**src/rtl/mult_div_unit.sv**
```systemverilog
// Iterative multiply/divide unit holding the architectural HI/LO registers.
// It uses one shift-add or restoring shift-subtract step per cycle on magnitudes, then applies a sign fix-up.
module mult_div_unit #(
  parameter int N = 32
) (
  input  logic         clk,
  input  logic         reset,
  input  logic         Start,
  input  logic [1:0]   Op,
  input  logic [N-1:0] OperandA,
  input  logic [N-1:0] OperandB,
  input  logic         WriteHI,
  input  logic         WriteLO,
  input  logic [N-1:0] WriteData,
  output logic         Busy,
  output logic         Done,
  output logic [N-1:0] HI,
  output logic [N-1:0] LO
);

  localparam int CW = $clog2(N);

  typedef enum logic [1:0] {
    IDLE,
    CALC,
    FIN
  } state_e;

  state_e         state_q, state_d;
  logic           is_div_q, is_div_d;
  logic           neg_q, neg_d;          // product / quotient sign
  logic           neg_rem_q, neg_rem_d;  // remainder follows the dividend
  logic           div_zero_q, div_zero_d;
  logic [CW-1:0]  cnt_q, cnt_d;
  logic [2*N-1:0] acc_q, acc_d;          // {partial product | remainder, multiplier | quotient}
  logic [N-1:0]   opb_q, opb_d;
  logic [N-1:0]   hi_q, hi_d;
  logic [N-1:0]   lo_q, lo_d;
  logic           done_q, done_d;

  // Operand conditioning: MULT and DIV (Op[0]==0) are the signed forms.
  logic         sign_a, sign_b;
  logic [N-1:0] mag_a, mag_b;

  assign sign_a = ~Op[0] & OperandA[N-1];
  assign sign_b = ~Op[0] & OperandB[N-1];
  assign mag_a  = sign_a ? (~OperandA + 1'b1) : OperandA;
  assign mag_b  = sign_b ? (~OperandB + 1'b1) : OperandB;

  // One shift-add multiply step.
  logic [N:0]     mul_sum;
  logic [2*N-1:0] mul_next;

  assign mul_sum  = {1'b0, acc_q[2*N-1:N]} + (acc_q[0] ? {1'b0, opb_q} : '0);
  assign mul_next = {mul_sum, acc_q[N-1:1]};

  // One restoring divide step; the partial remainder is always below the divisor,
  // so the subtraction result fits in N bits whenever it is kept.
  logic [N:0]     div_shift;
  logic           div_fits;
  logic [N-1:0]   div_sub;
  logic [2*N-1:0] div_next;

  assign div_shift = {acc_q[2*N-1:N], acc_q[N-1]};
  assign div_fits  = div_shift >= {1'b0, opb_q};
  assign div_sub   = div_shift[N-1:0] - opb_q;
  assign div_next  = div_fits ? {div_sub, acc_q[N-2:0], 1'b1}
                              : {div_shift[N-1:0], acc_q[N-2:0], 1'b0};

  // Sign fix-up of the finished magnitudes.
  logic [2*N-1:0] prod_fix;
  logic [N-1:0]   quo_fix, rem_fix;

  assign prod_fix = neg_q ? (~acc_q + 1'b1) : acc_q;
  assign quo_fix  = div_zero_q ? '1
                  : (neg_q ? (~acc_q[N-1:0] + 1'b1) : acc_q[N-1:0]);
  assign rem_fix  = neg_rem_q ? (~acc_q[2*N-1:N] + 1'b1) : acc_q[2*N-1:N];

  always_comb begin
    // NOTE: every signal driven here gets a default first so no path can infer a latch.
    state_d    = state_q;
    is_div_d   = is_div_q;
    neg_d      = neg_q;
    neg_rem_d  = neg_rem_q;
    div_zero_d = div_zero_q;
    cnt_d      = cnt_q;
    acc_d      = acc_q;
    opb_d      = opb_q;
    hi_d       = hi_q;
    lo_d       = lo_q;
    done_d     = 1'b0;

    unique case (state_q)
      IDLE: begin
        if (Start) begin
          is_div_d   = Op[1];
          neg_d      = sign_a ^ sign_b;
          neg_rem_d  = sign_a;
          div_zero_d = Op[1] & (OperandB == '0);
          acc_d      = {{N{1'b0}}, mag_a};
          opb_d      = mag_b;
          cnt_d      = '0;
          state_d    = CALC;
        end else begin
          // A launch takes priority, so MT writes only land on cycles without Start.
          if (WriteHI) hi_d = WriteData;
          if (WriteLO) lo_d = WriteData;
        end
      end

      CALC: begin
        acc_d = is_div_q ? div_next : mul_next;
        cnt_d = cnt_q + 1'b1;
        if (cnt_q == CW'(N - 1)) state_d = FIN;
      end

      FIN: begin
        if (is_div_q) begin
          hi_d = rem_fix;
          lo_d = quo_fix;
        end else begin
          {hi_d, lo_d} = prod_fix;
        end
        done_d  = 1'b1;
        state_d = IDLE;
      end

      default: state_d = IDLE;
    endcase
  end

  // NOTE: sequential state uses non-blocking assignments so every flop samples pre-edge values.
  always_ff @(posedge clk or negedge reset) begin
    if (!reset) begin
      state_q    <= IDLE;
      is_div_q   <= 1'b0;
      neg_q      <= 1'b0;
      neg_rem_q  <= 1'b0;
      div_zero_q <= 1'b0;
      cnt_q      <= '0;
      acc_q      <= '0;
      opb_q      <= '0;
      hi_q       <= '0;
      lo_q       <= '0;
      done_q     <= 1'b0;
    end else begin
      state_q    <= state_d;
      is_div_q   <= is_div_d;
      neg_q      <= neg_d;
      neg_rem_q  <= neg_rem_d;
      div_zero_q <= div_zero_d;
      cnt_q      <= cnt_d;
      acc_q      <= acc_d;
      opb_q      <= opb_d;
      hi_q       <= hi_d;
      lo_q       <= lo_d;
      done_q     <= done_d;
    end
  end

  assign Busy = (state_q == CALC) || (state_q == FIN);
  assign Done = done_q;
  assign HI   = hi_q;
  assign LO   = lo_q;

endmodule
```
**config.mk**
```make
export PLATFORM = sky130hd
export DESIGN_NAME = mult_div_unit
export DESIGN_NICKNAME = d
export VERILOG_FILES = /design/src/rtl/mult_div_unit.sv
export SDC_FILE = /design/constraint.sdc
export NUM_CORES = 1
export LEC_CHECK = 0
export BUFFER_PORTS_ARGS = -buffer_cell sky130_fd_sc_hd__buf_2
export CAP_MARGIN = 40
export CORE_ASPECT_RATIO = 2
export CORE_MARGIN = 2
export CORE_UTILIZATION = 30
export DETAILED_ROUTE_END_ITERATION = 6
export PLACE_DENSITY = 0.48
export SYNTH_ARGS = -nofsm -noshare
export SYNTH_HDL_FRONTEND = slang
export SYNTH_SLANG_ARGS = --single-unit
```
**constraint.sdc**
```tcl
create_clock -name clk -period 4.7 [get_ports clk]
set_input_delay 0.47 -clock clk [delete_from_list [all_inputs] [get_ports clk]]
set_output_delay 0.47 -clock clk [all_outputs]
set_load 0.01 [all_outputs]
```
==> impl_metrics.yaml <==
grt:
  grt_pass1_vias: 15165
  grt_pass1_wl_mm: 92.4
  use_met2_pct: 49.0
  busiest_layer: "met2"
  grt_antenna_before_repair: 0
  grt_max_degree: 127
  grt_overflow: 0
  gr-usage-met3_pct: 2.47
  grt_util_met1_pct: 22.3
  grt_usage_pct: 24.3
worst_setup_path:
  path_delay_family: "compound AO/OA/AOI/OAI gates"
  worst-path-buf-inv: 4
  cp-startpoint: "acc_q[31]"
  critPathMaxStageDelay_ns: 0.61
  required_ns: 5.05
  end_kind: "flop"
  criticalPathCategory: "reg -> reg"
  crit_chain: "inv_1, ha_1, inv_1, fa_1, a21oi_1, o21ai_0, a21oi_1, o31ai_1, buf_4, a2111oi_1, buf_4, o31ai_1, a21oi_1, xor2_1, o211ai_1"
  crit_slowest_cell: "a2111oi_1"
  arrival_ns: 4.24
  cpMostUsedCell: "a21oi_1"
  r2r-start: "acc_q[31]"
  startpoint_type: "flop"
  critPathMaxFanout: 6
clock_network:
  hold_buffers: 1
  cts-root-buf: "clkbuf_16"
  post_cts_resized: 0
  clock_latency_ns: 0.48
  cts_tree: "yes"
  cts_made_buffers: 17
  cts_setup_buffers: 0
  htree_levels: 4
  cts.clk_slew.worst_paths_ns: 0.08
  clockBufferDepth: 2
  cts_sinks: 172
final_layout:
  drive_above_1_share_pct: 14.2
  diodes: 0
  fillCellCount: 5135
  seqCellArea_mm2: 0.00431
  multiInputGateArea_mm2: 0.00970
  nNetsFinal: 2182
  area_growth_pct: 15.1
synthesis:
  syn_nets: 2061
  syn_inst: 1883
  yosysUniqueCellTypes: 80
  synth-seq-cells: 172
  synthArstFlopShare_pct: 100
  postSynthAreaPerCell_um2: 7.81
  yosysTopAreaCell: "dfrtp_1"
  yosysWarnings: 0
  synth_seq_area_share_pct: 29.2
  synth_top_area_share_pct: 29.2
  netlist_area_mm2: 0.0147
  synth_edf_count: 0
  yosys-top-cells-count: "nand2_1, o21ai_0, dfrtp_1, a21oi_1, nor2_1"
  synth_ff_type: "dfrtp_1"
  yosysMostFrequentCell: "nand2_1"
  synth_area_leaders: "dfrtp_1, o21ai_0, xnor2_1"
placed_design:
  place_congestion: 0.945
  dp_hpwl_mm: 49.6
  port_buffers: 168
routing:
  drtPass1Iterations: 5
  via_per_inst: 5.53
  routedWlPerCell_um: 23.2
  drc: 0
  totalWireLength_mm: 61.6
  drt-initial-drc-count: 819
  vias: 14670
  drt.antenna.violating_nets: 0
power:
  power.switching_uw: 7320
  internal_power_uw: 6240
  power_density_mw_per_mm2: 800
  switching_share_pct: 54.0
  power_frac_seq_pct: 23.2
  p_comb_share_pct: 65.7
  ir_drop_mv: 0.352
  p_clk_share_pct: 11.0
  p_leak_uw: 0.00745
sta:
  period_share_pct: 82.7
  rsz0062_at_grt: "false"
  holdWs_ns: 0.269
  clock_skew_ns: 0.0138
  timing.final.max_slew_violations: 0
  setup_violations: 0
  finalSetupTns_ns: 0
  slew_headroom_pct: 39.9
  hold_viol_final: 0
  max_freq_mhz: 257
  worst_pin_slew_ns: 0.892
  fin_crit_ns: 3.89
die:
  ios: 169
  dieArea_mm2: 0.0509
  rows: 114
  die_w_um: 161
  core_mm2: 0.0484
  initial_core_util_pct: 30.4
  die_y_um: 317
run_status:
  status: "finished, final reports clean"
min_path:
  hold_start: "Op[1]"
  min_path_type: "in -> reg"
job:
  cap_violations: 0
[sequential cells by signal, summed over array words and instances (netlist names)]
name	flops
acc_q	64
HI	32
LO	32
opb_q	32
cnt_q	5
state_q	2
Done	1
div_zero_q	1
is_div_q	1
neg_q	1
neg_rem_q	1
[worst register-to-register path, stage by stage, from the launching register on]
cell and delay, ns:
dfrtp_1 0.46, inv_1 0.13, ha_1 0.19, inv_1 0.06
fa_1 0.41, a21oi_1 0.22, o21ai_0 0.17, a21oi_1 0.33
o31ai_1 0.11, buf_4 0.18, a2111oi_1 0.61, buf_4 0.25
o31ai_1 0.07, a21oi_1 0.19, xor2_1 0.26, o211ai_1 0.13
[per-stage QoR]
step / util, % / worst slack (ns) / cells / area [um2] / total power [uW]
6_report: 35.0 / 0.815 / 2655 / 16900 / 13600
5_1_grt: 35.0 / 0.623 / 2655 / 16900 / 14500
4_1_cts: 35.0 / 0.829 / 2655 / 16900 / 13600
3_5_place_dp: 33.7 / 0.850 / 2622 / 16300 / 12000
3_3_place_gp: 33.6 / 0.810 / 2617 / 16200 / 12000
2_1_floorplan: - / 1.42 / 1883 / 14700 / 8780
[layout by cell type (no fill, tap or decap), types with 29 or more instances in the layout]
cell type and instances:
ha_1 71, nor3_1 42, nand3_1 34, nor2_1 117
xnor2_1 117, nand2_1 259, xor2_1 48, a21oi_1 123
buf_2 167, inv_1 71, a21o_1 29, buf_4 40
mux2i_1 54, o22ai_1 37, dfrtp_1 171, o21ai_0 239
[final cells by class]
type,instances,area share (%)
clock buffer,17,2.51
timing repair buffer,214,7.38
clock inverter,15,1.12
inverter,72,1.60
sequential,172,25.4
multi-input combinational,1527,57.3
tap,638,4.71
[final timing paths]
path	to	cells after the start	slack, ns
worst min-delay path	is_div_q	3	0.27
min in group asynchronous	Done	2	0.50
max in group asynchronous	HI[28]	3	2.98
worst max register to register	acc_q[60]	15	0.81
worst max-delay path	acc_q[60]	15	0.81
worst min register to register	LO[31]	2	0.48
[cell families after synthesis]
family	synth area share (%)
xor+xnor	9.82
mux	3.83
flops	29.2
compound gates	25.8
buf+inv	5.12
simple gates	19.7
fa+ha+maj	6.48
[power by group through the flow]
| stage | registers [uW] | clock network, uW | logic (uW) |
|---|---|---|---|
| detailed placement | 3180 | 0 | 8840 |
| global placement | 3160 | 0 | 8800 |
| finish | 3150 | 1490 | 8910 |
| CTS | 3150 | 1530 | 8870 |
| global route | 3240 | 1570 | 9710 |
| floorplan | 2790 | 0 | 5990 |
[per-layer routing]
| layer | wire length (um) | share of wire [%] |
|---|---|---|
| met3 | 2040 | 3.3 |
| met2 | 34600 | 56 |
| met1 | 20400 | 33 |
| met5 | 0 | 0 |
| met4 | 4530 | 7.4 |
Power figures use the tool's default switching activity.
